`config.mk`:
```
export PLATFORM = sky130hd
export DESIGN_NAME = gcl_execute_sm
export DESIGN_NICKNAME = d
export VERILOG_FILES = /design/src/rtl/tsn_gcl_pkg.sv /design/src/rtl/gcl_entry_ram.sv /design/src/rtl/gcl_execute_sm.sv
export SDC_FILE = /design/constraint.sdc
export NUM_CORES = 1
export LEC_CHECK = 0
export ABC_AREA = 1
export BUFFER_PORTS_ARGS = -buffer_cell sky130_fd_sc_hd__buf_4
export CAP_MARGIN = 20
export CORE_ASPECT_RATIO = 0.6
export CORE_UTILIZATION = 30
export CTS_CLUSTER_SIZE = 12
export DETAILED_ROUTE_END_ITERATION = 8
export HOLD_SLACK_MARGIN = 0.06
export PLACE_DENSITY = 0.42
export SLEW_MARGIN = 20
export SYNTH_ARGS = -nofsm -noshare
export SYNTH_HDL_FRONTEND = slang
export SYNTH_SLANG_ARGS = --single-unit
```
`constraint.sdc`:
```
create_clock -name clk -period 10.2 [get_ports clk]
set_clock_uncertainty 0.1 [all_clocks]
set_input_delay 1.53 -clock clk [delete_from_list [all_inputs] [get_ports clk]]
set_output_delay 1.53 -clock clk [all_outputs]
set_load 0.02 [all_outputs]
```
`src/rtl/tsn_gcl_pkg.sv`:
```
// Shared definitions for the time-aware gate control list (GCL) executor:
// FSM state encoding, default geometry and the GCL entry record.
package tsn_gcl_pkg;

    localparam int DEF_NUM_ENTRIES   = 8;
    localparam int DEF_NUM_QUEUES    = 8;
    localparam int DEF_INTERVAL_W    = 24;
    localparam int DEF_CLK_PERIOD_NS = 8;

    typedef enum logic [1:0] {
        IDLE,
        EXECUTE,
        DELAY,
        END_OF_CYCLE
    } gcl_state_e;

    typedef struct packed {
        logic [DEF_NUM_QUEUES-1:0] gates;
        logic [DEF_INTERVAL_W-1:0] interval;
    } gcl_entry_t;

endpackage

```
`src/rtl/gcl_entry_ram.sv`:
```
// GCL entry storage: one write port, one registered read port with
// write-through so a write lands in the read register a clock later.
module gcl_entry_ram #(
    parameter int                DEPTH      = 8,
    parameter int                WIDTH      = 32,
    parameter logic [WIDTH-1:0]  RESET_WORD = '0
) (
    input  logic                     clk,
    input  logic                     reset,
    input  logic                     we,
    input  logic [$clog2(DEPTH)-1:0] waddr,
    input  logic [WIDTH-1:0]         wdata,
    input  logic [$clog2(DEPTH)-1:0] raddr,
    output logic [WIDTH-1:0]         rdata
);

    logic [WIDTH-1:0] mem [DEPTH];

    always_ff @(posedge clk or posedge reset) begin
        if (reset) begin
            for (int i = 0; i < DEPTH; i++) begin
                mem[i] <= RESET_WORD;
            end
            rdata <= RESET_WORD;
        end else begin
            if (we) begin
                mem[waddr] <= wdata;
            end
            if (we && (waddr == raddr)) begin
                rdata <= wdata;
            end else begin
                rdata <= mem[raddr];
            end
        end
    end

endmodule

```
`src/rtl/gcl_execute_sm.sv`:
```
// Gate control list executor: steps through the GCL entries once per cycle,
// driving each entry's gate bits for its interval with no gap between entries.
module gcl_execute_sm
    import tsn_gcl_pkg::*;
#(
    parameter int NUM_ENTRIES   = DEF_NUM_ENTRIES,
    parameter int NUM_QUEUES    = DEF_NUM_QUEUES,
    parameter int INTERVAL_W    = DEF_INTERVAL_W,
    parameter int CLK_PERIOD_NS = DEF_CLK_PERIOD_NS
) (
    input  logic                           clk,
    input  logic                           reset,
    input  logic                           gate_enable,
    input  logic                           cycle_start,
    input  logic                           cfg_we,
    input  logic [$clog2(NUM_ENTRIES)-1:0] cfg_addr,
    input  logic [NUM_QUEUES-1:0]          cfg_gate_states,
    input  logic [INTERVAL_W-1:0]          cfg_interval,
    input  logic [$clog2(NUM_ENTRIES):0]   cfg_list_len,
    output logic [NUM_QUEUES-1:0]          gate_states,
    output logic [$clog2(NUM_ENTRIES)-1:0] entry_index,
    output logic                           cycle_done
);

    localparam int IDX_W   = $clog2(NUM_ENTRIES);
    localparam int LEN_W   = IDX_W + 1;
    localparam int ENTRY_W = NUM_QUEUES + INTERVAL_W;
    localparam logic [INTERVAL_W-1:0] PERIOD  = INTERVAL_W'(CLK_PERIOD_NS);
    localparam logic [LEN_W-1:0]      MAX_LEN = LEN_W'(NUM_ENTRIES);

    gcl_state_e             state;
    logic [INTERVAL_W-1:0]  exit_timer;
    logic [IDX_W-1:0]       rd_addr;
    logic [ENTRY_W-1:0]     rd_entry;
    logic [NUM_QUEUES-1:0]  rd_gates;
    logic [INTERVAL_W-1:0]  rd_interval;
    logic [LEN_W-1:0]       eff_len;
    logic                   expire;
    logic                   last_entry;

    function automatic logic [INTERVAL_W-1:0] sat_sub(input logic [INTERVAL_W-1:0] a,
                                                      input logic [INTERVAL_W-1:0] b);
        return (a > b) ? a - b : '0;
    endfunction

    function automatic logic [IDX_W-1:0] wrap_inc(input logic [IDX_W-1:0] i);
        return (i == IDX_W'(NUM_ENTRIES - 1)) ? '0 : i + IDX_W'(1);
    endfunction

    assign eff_len     = (cfg_list_len > MAX_LEN) ? MAX_LEN : cfg_list_len;
    assign expire      = (state == DELAY) && (exit_timer <= PERIOD);
    assign last_entry  = ({1'b0, entry_index} + LEN_W'(1)) >= eff_len;
    assign rd_gates    = rd_entry[ENTRY_W-1:INTERVAL_W];
    assign rd_interval = rd_entry[INTERVAL_W-1:0];

    // The RAM read is registered, so the address names the entry that the
    // load one clock after this one will need.
    always_comb begin
        rd_addr = '0;
        if (state == EXECUTE) begin
            rd_addr = wrap_inc('0);
        end else if (cycle_start) begin
            rd_addr = '0;
        end else if (state == DELAY) begin
            rd_addr = expire ? wrap_inc(wrap_inc(entry_index)) : wrap_inc(entry_index);
        end
    end

    gcl_entry_ram #(
        .DEPTH      (NUM_ENTRIES),
        .WIDTH      (ENTRY_W),
        .RESET_WORD ({{NUM_QUEUES{1'b1}}, {INTERVAL_W{1'b0}}})
    ) u_ram (
        .clk   (clk),
        .reset (reset),
        .we    (cfg_we),
        .waddr (cfg_addr),
        .wdata ({cfg_gate_states, cfg_interval}),
        .raddr (rd_addr),
        .rdata (rd_entry)
    );

    always_ff @(posedge clk or posedge reset) begin
        if (reset) begin
            state       <= IDLE;
            gate_states <= '1;
            entry_index <= '0;
            cycle_done  <= 1'b0;
            exit_timer  <= '0;
        end else begin
            cycle_done <= 1'b0;
            if (!gate_enable) begin
                state       <= IDLE;
                gate_states <= '1;
                entry_index <= '0;
                exit_timer  <= '0;
            end else begin
                case (state)
                    IDLE, END_OF_CYCLE: begin
                        if (cycle_start && (eff_len != '0)) begin
                            state       <= EXECUTE;
                            entry_index <= '0;
                        end
                    end
                    EXECUTE: begin
                        gate_states <= rd_gates;
                        exit_timer  <= rd_interval;
                        entry_index <= '0;
                        state       <= DELAY;
                    end
                    DELAY: begin
                        // A restart beats a coincident expiry and never reports cycle_done.
                        if (cycle_start) begin
                            entry_index <= '0;
                            if (eff_len != '0) begin
                                state <= EXECUTE;
                            end else begin
                                state       <= IDLE;
                                gate_states <= '1;
                            end
                        end else if (expire) begin
                            if (last_entry) begin
                                cycle_done <= 1'b1;
                                state      <= END_OF_CYCLE;
                            end else begin
                                gate_states <= rd_gates;
                                exit_timer  <= rd_interval;
                                entry_index <= entry_index + IDX_W'(1);
                            end
                        end else begin
                            exit_timer <= sat_sub(exit_timer, PERIOD);
                        end
                    end
                    default: state <= IDLE;
                endcase
            end
        end
    end

endmodule

```
==> results.cfg <==
[status]
status = finished, violations left
violations = DRC

[setup_path]
path_class = input pin to register
critPathBufInv = 3
timing.rr.start = exit_timer[21]$_DFFE_PP0P_
crit_chain = buf_4 > inv_1 > nand2_1 > nand2_4 > nand2_4 > buf_4 > nand2_1 > nand3_1 > nand3_1 > nand3_1 > nand2_1
reg2reg_depth = 14
max_stage_delay_ns = 0.94
crit_path_max_fanout = 88
crit_start = cycle_start
r2r_slack_ns = 6.41
reg2reg_to = u_ram.rdata[0]$_DFF_PP0_
slowest_stage = buf_4
critPathCaptureType = register
crit_required_ns = 10.52
crit_family = simple AND/OR/NAND/NOR gates
arrival_ns = 4.53
start_kind = input pin

[route]
drt-vias-per-instance = 4.82
avgRoutedWirePerCell_microns = 19.0
drc_errors = 6
wl_mm = 53.5
drtAntennaViolNets = 0
drtPass1Iterations = 7
initialDrtViolationCount = 1188
dr_total_vias = 13600

[clock_tree]
holdBufCountCts = 0
cts_inserted_buffers = 38
tritoncts = built
clk_latency_ns = 0.54
post_cts_resized = 0
cts_buffer_depth = 3
cts_root_buffer = clkbuf_16
htree_levels = 2
path_clk_slew_ns = 0.06
clkSinkCount = 326
postCtsSetupBuffers = 0

[yosys]
yosys.area.top_type = dfrtp_1
muxShareOfSynthArea_pct = 0
synth_compound_area_share_pct = 10.5
synth_top_family_by_area = simple AND/OR/NAND/NOR gates
synth_area_per_cell_sq_um = 7.70
synthAdderAreaFrac_pct = 0.772
synth-xor-area-share_pct = 0.865
yosysUniqueCellTypes = 36
synthSimpleGateAreaFrac_pct = 26.7
ys_seq_elements = 326
synthCells = 2104
synthesis.area_sq_um = 16200
yosysTopAreaCellShare_pct = 38.0
synthTopCellsByArea = dfrtp_1 38%, nand2_1 14%, dfstp_2 13%
synth_ff_type = dfrtp_1
synthArstFlopShare_pct = 100
ys_seq_area_share_pct = 51.0
syn_nets = 2158
synth_edf_count = 0
yosys_warnings = 0

[sta]
setup-tns-final_ns = 0
finalHoldViolations = 0
fin_crit_sh_pct = 41.3
setup_violations = 0
rsz0062_at_grt = no
maxClockFrequency_ghz = 0.238
drv_slew = 0
worst_slew_pin_slew_ns = 1.10
min_period_ns = 4.21
slew_headroom_pct = 26.6

[pwr]
swShare_pct = 38.4
power_frac_seq_pct = 37.0
clockPowerShare_pct = 28.3
p_int_uw = 3160
p_sw_uw = 1970
pwr-share-comb_pct = 34.7
powerDensity_nw_per_um2 = 277
power_leakage_uw = 0.00908
vdd_drop_max_mv = 0.183

[floorplan]
core_sq_um = 52900
row_count = 65
initial_core_util_pct = 30.6
ioPinCount = 56
fp.dieArea_sq_um = 55000
die_width_microns = 302
die_h_microns = 182

[worst_hold_path]
whs_path_depth = 2
whs_endpoint = u_ram.mem[205]$_DFFE_PP0P_
hp-class = register to register
hp-start = u_ram.mem[205]$_DFFE_PP0P_

[grt]
antenna_found_initial = 0
grt_use_total_pct = 19.9
grt_start_max_net_pins = 187
grt_pass1_wl_mm = 83.2
grt_overflow_total = 0
first_global_vias = 13000

[layout]
final_area_sq_um = 18500
synthToLayoutAreaGrowth_pct = 14.1
nNetsFinal = 2145
final_util_pct = 34.9
drive_gt1_share_pct = 11.8
n_antenna_cell = 0

[placed_design]
dpl.hpwl_mm = 30.4
portBuffers = 55
placed_area_sq_um = 17200
gp_congestion = 0.814

[run]
cap_violations = 0
registers in the layout, indices dropped and copies added, names as in the netlist:
signal and flops:
u_ram.mem 256, u_ram.rdata 32, exit_timer 24, gate_states 8, entry_index 3, state 2
cycle_done 1
synth_stat cells, types with 2 or more instances:
cell type	number
buf_1	6
buf_2	44
buf_4	5
buf_6	3
clkbuf_1	66
clkinv_1	3
dfrtp_1	246
dfstp_2	80
ha_1	10
inv_1	273
inv_2	14
nand2_1	591
nand2_2	6
nand3_1	339
nand3_2	4
nand3b_1	7
nand4_1	3
nor2_1	40
nor2_2	4
nor2_4	3
nor3_1	9
o2111ai_1	2
o211ai_1	8
o21ai_0	306
o21ai_1	3
o22ai_1	5
xor2_1	15
cell families after synthesis:
family / count (synthesis)
and+or+nand+nor: 1007
buffers and inverters: 415
AOI/OAI and AO/OA: 330
DFF: 326
xor gates and xnor gates: 16
adders and majority gates: 10
worst max path at each step:
stage / end / slack (ns) / cells past startpoint
final: u_ram.rdata[2]$_DFF_PP0_ / 5.99 / 11
after global routing: u_ram.rdata[1]$_DFF_PP0_ / 5.75 / 11
after CTS: u_ram.rdata[6]$_DFF_PP0_ / 6.07 / 12
after detailed placement: u_ram.rdata[2]$_DFF_PP0_ / 5.49 / 11
after global placement: u_ram.rdata[11]$_DFF_PP0_ / 5.51 / 11
after floorplan: cycle_done$_DFF_PP0_ / 4.28 / 1
placed cells by master (no fill, tap or decap), types with 5 or more instances in the layout:
cell type | synthesis | final
bufinv_16 | 0 | 5
dfrtp_1 | 246 | 246
xor2_1 | 15 | 15
clkbuf_8 | 0 | 5
buf_4 | 5 | 68
clkbuf_1 | 66 | 11
nand2_2 | 6 | 5
nand3b_1 | 7 | 7
nor3_1 | 9 | 8
clkbuf_16 | 0 | 41
clkinv_2 | 1 | 6
inv_1 | 273 | 272
nand2_1 | 591 | 584
o211ai_1 | 8 | 8
o22ai_1 | 5 | 5
nor2_1 | 40 | 39
o21ai_0 | 306 | 305
nand3_1 | 339 | 338
inv_2 | 14 | 13
dfstp_2 | 80 | 80
ha_1 | 10 | 10
nand2_4 | 0 | 8
nor2_2 | 4 | 5
power groups by stage:
| stage | combinational (uW) | sequential, uW | clock (uW) |
|---|---|---|---|
| finish | 1780 | 1900 | 1450 |
| global route | 2040 | 1940 | 1550 |
| CTS | 1780 | 1900 | 1500 |
| detailed placement | 1780 | 1910 | 0 |
| global placement | 1770 | 1910 | 0 |
| floorplan | 1330 | 1840 | 0 |
tightest hold or removal path: stages (launching register included):
cell     delay (ns)
dfrtp_1        0.34
nand2_1        0.05
o21ai_0        0.06
layer usage:
metal	vias up	part of all wire, %	global-route usage [%]
li1	6672	-	-
met5	-	0	0
met2	283	40	27.6
met1	6580	54	31.7
met4	0	1.5	3.88
met3	64	5.0	3.41
metrics by stage:
stage	power, uW	std cells	hold slack (ns)	worst slack (ns)
finish	5130	2821	0.379	5.99
global route	5530	2821	0.398	5.75
CTS	5170	2820	0.383	6.07
detailed placement	3690	2753	0.369	5.49
global placement	3680	2753	0.358	5.51
floorplan	3160	2104	0.344	4.28
cell type report:
type / count / area [sq um]
fillers: 5572 / 34500
clock inverters: 10 / 174
well taps: 703 / 880
inverters: 291 / 1100
flip-flops and latches: 326 / 8260
clock buffers: 57 / 1140
repair buffers: 71 / 578
multi-input cells: 1363 / 6370
No activity file was read; power rests on OpenSTA's default activity.
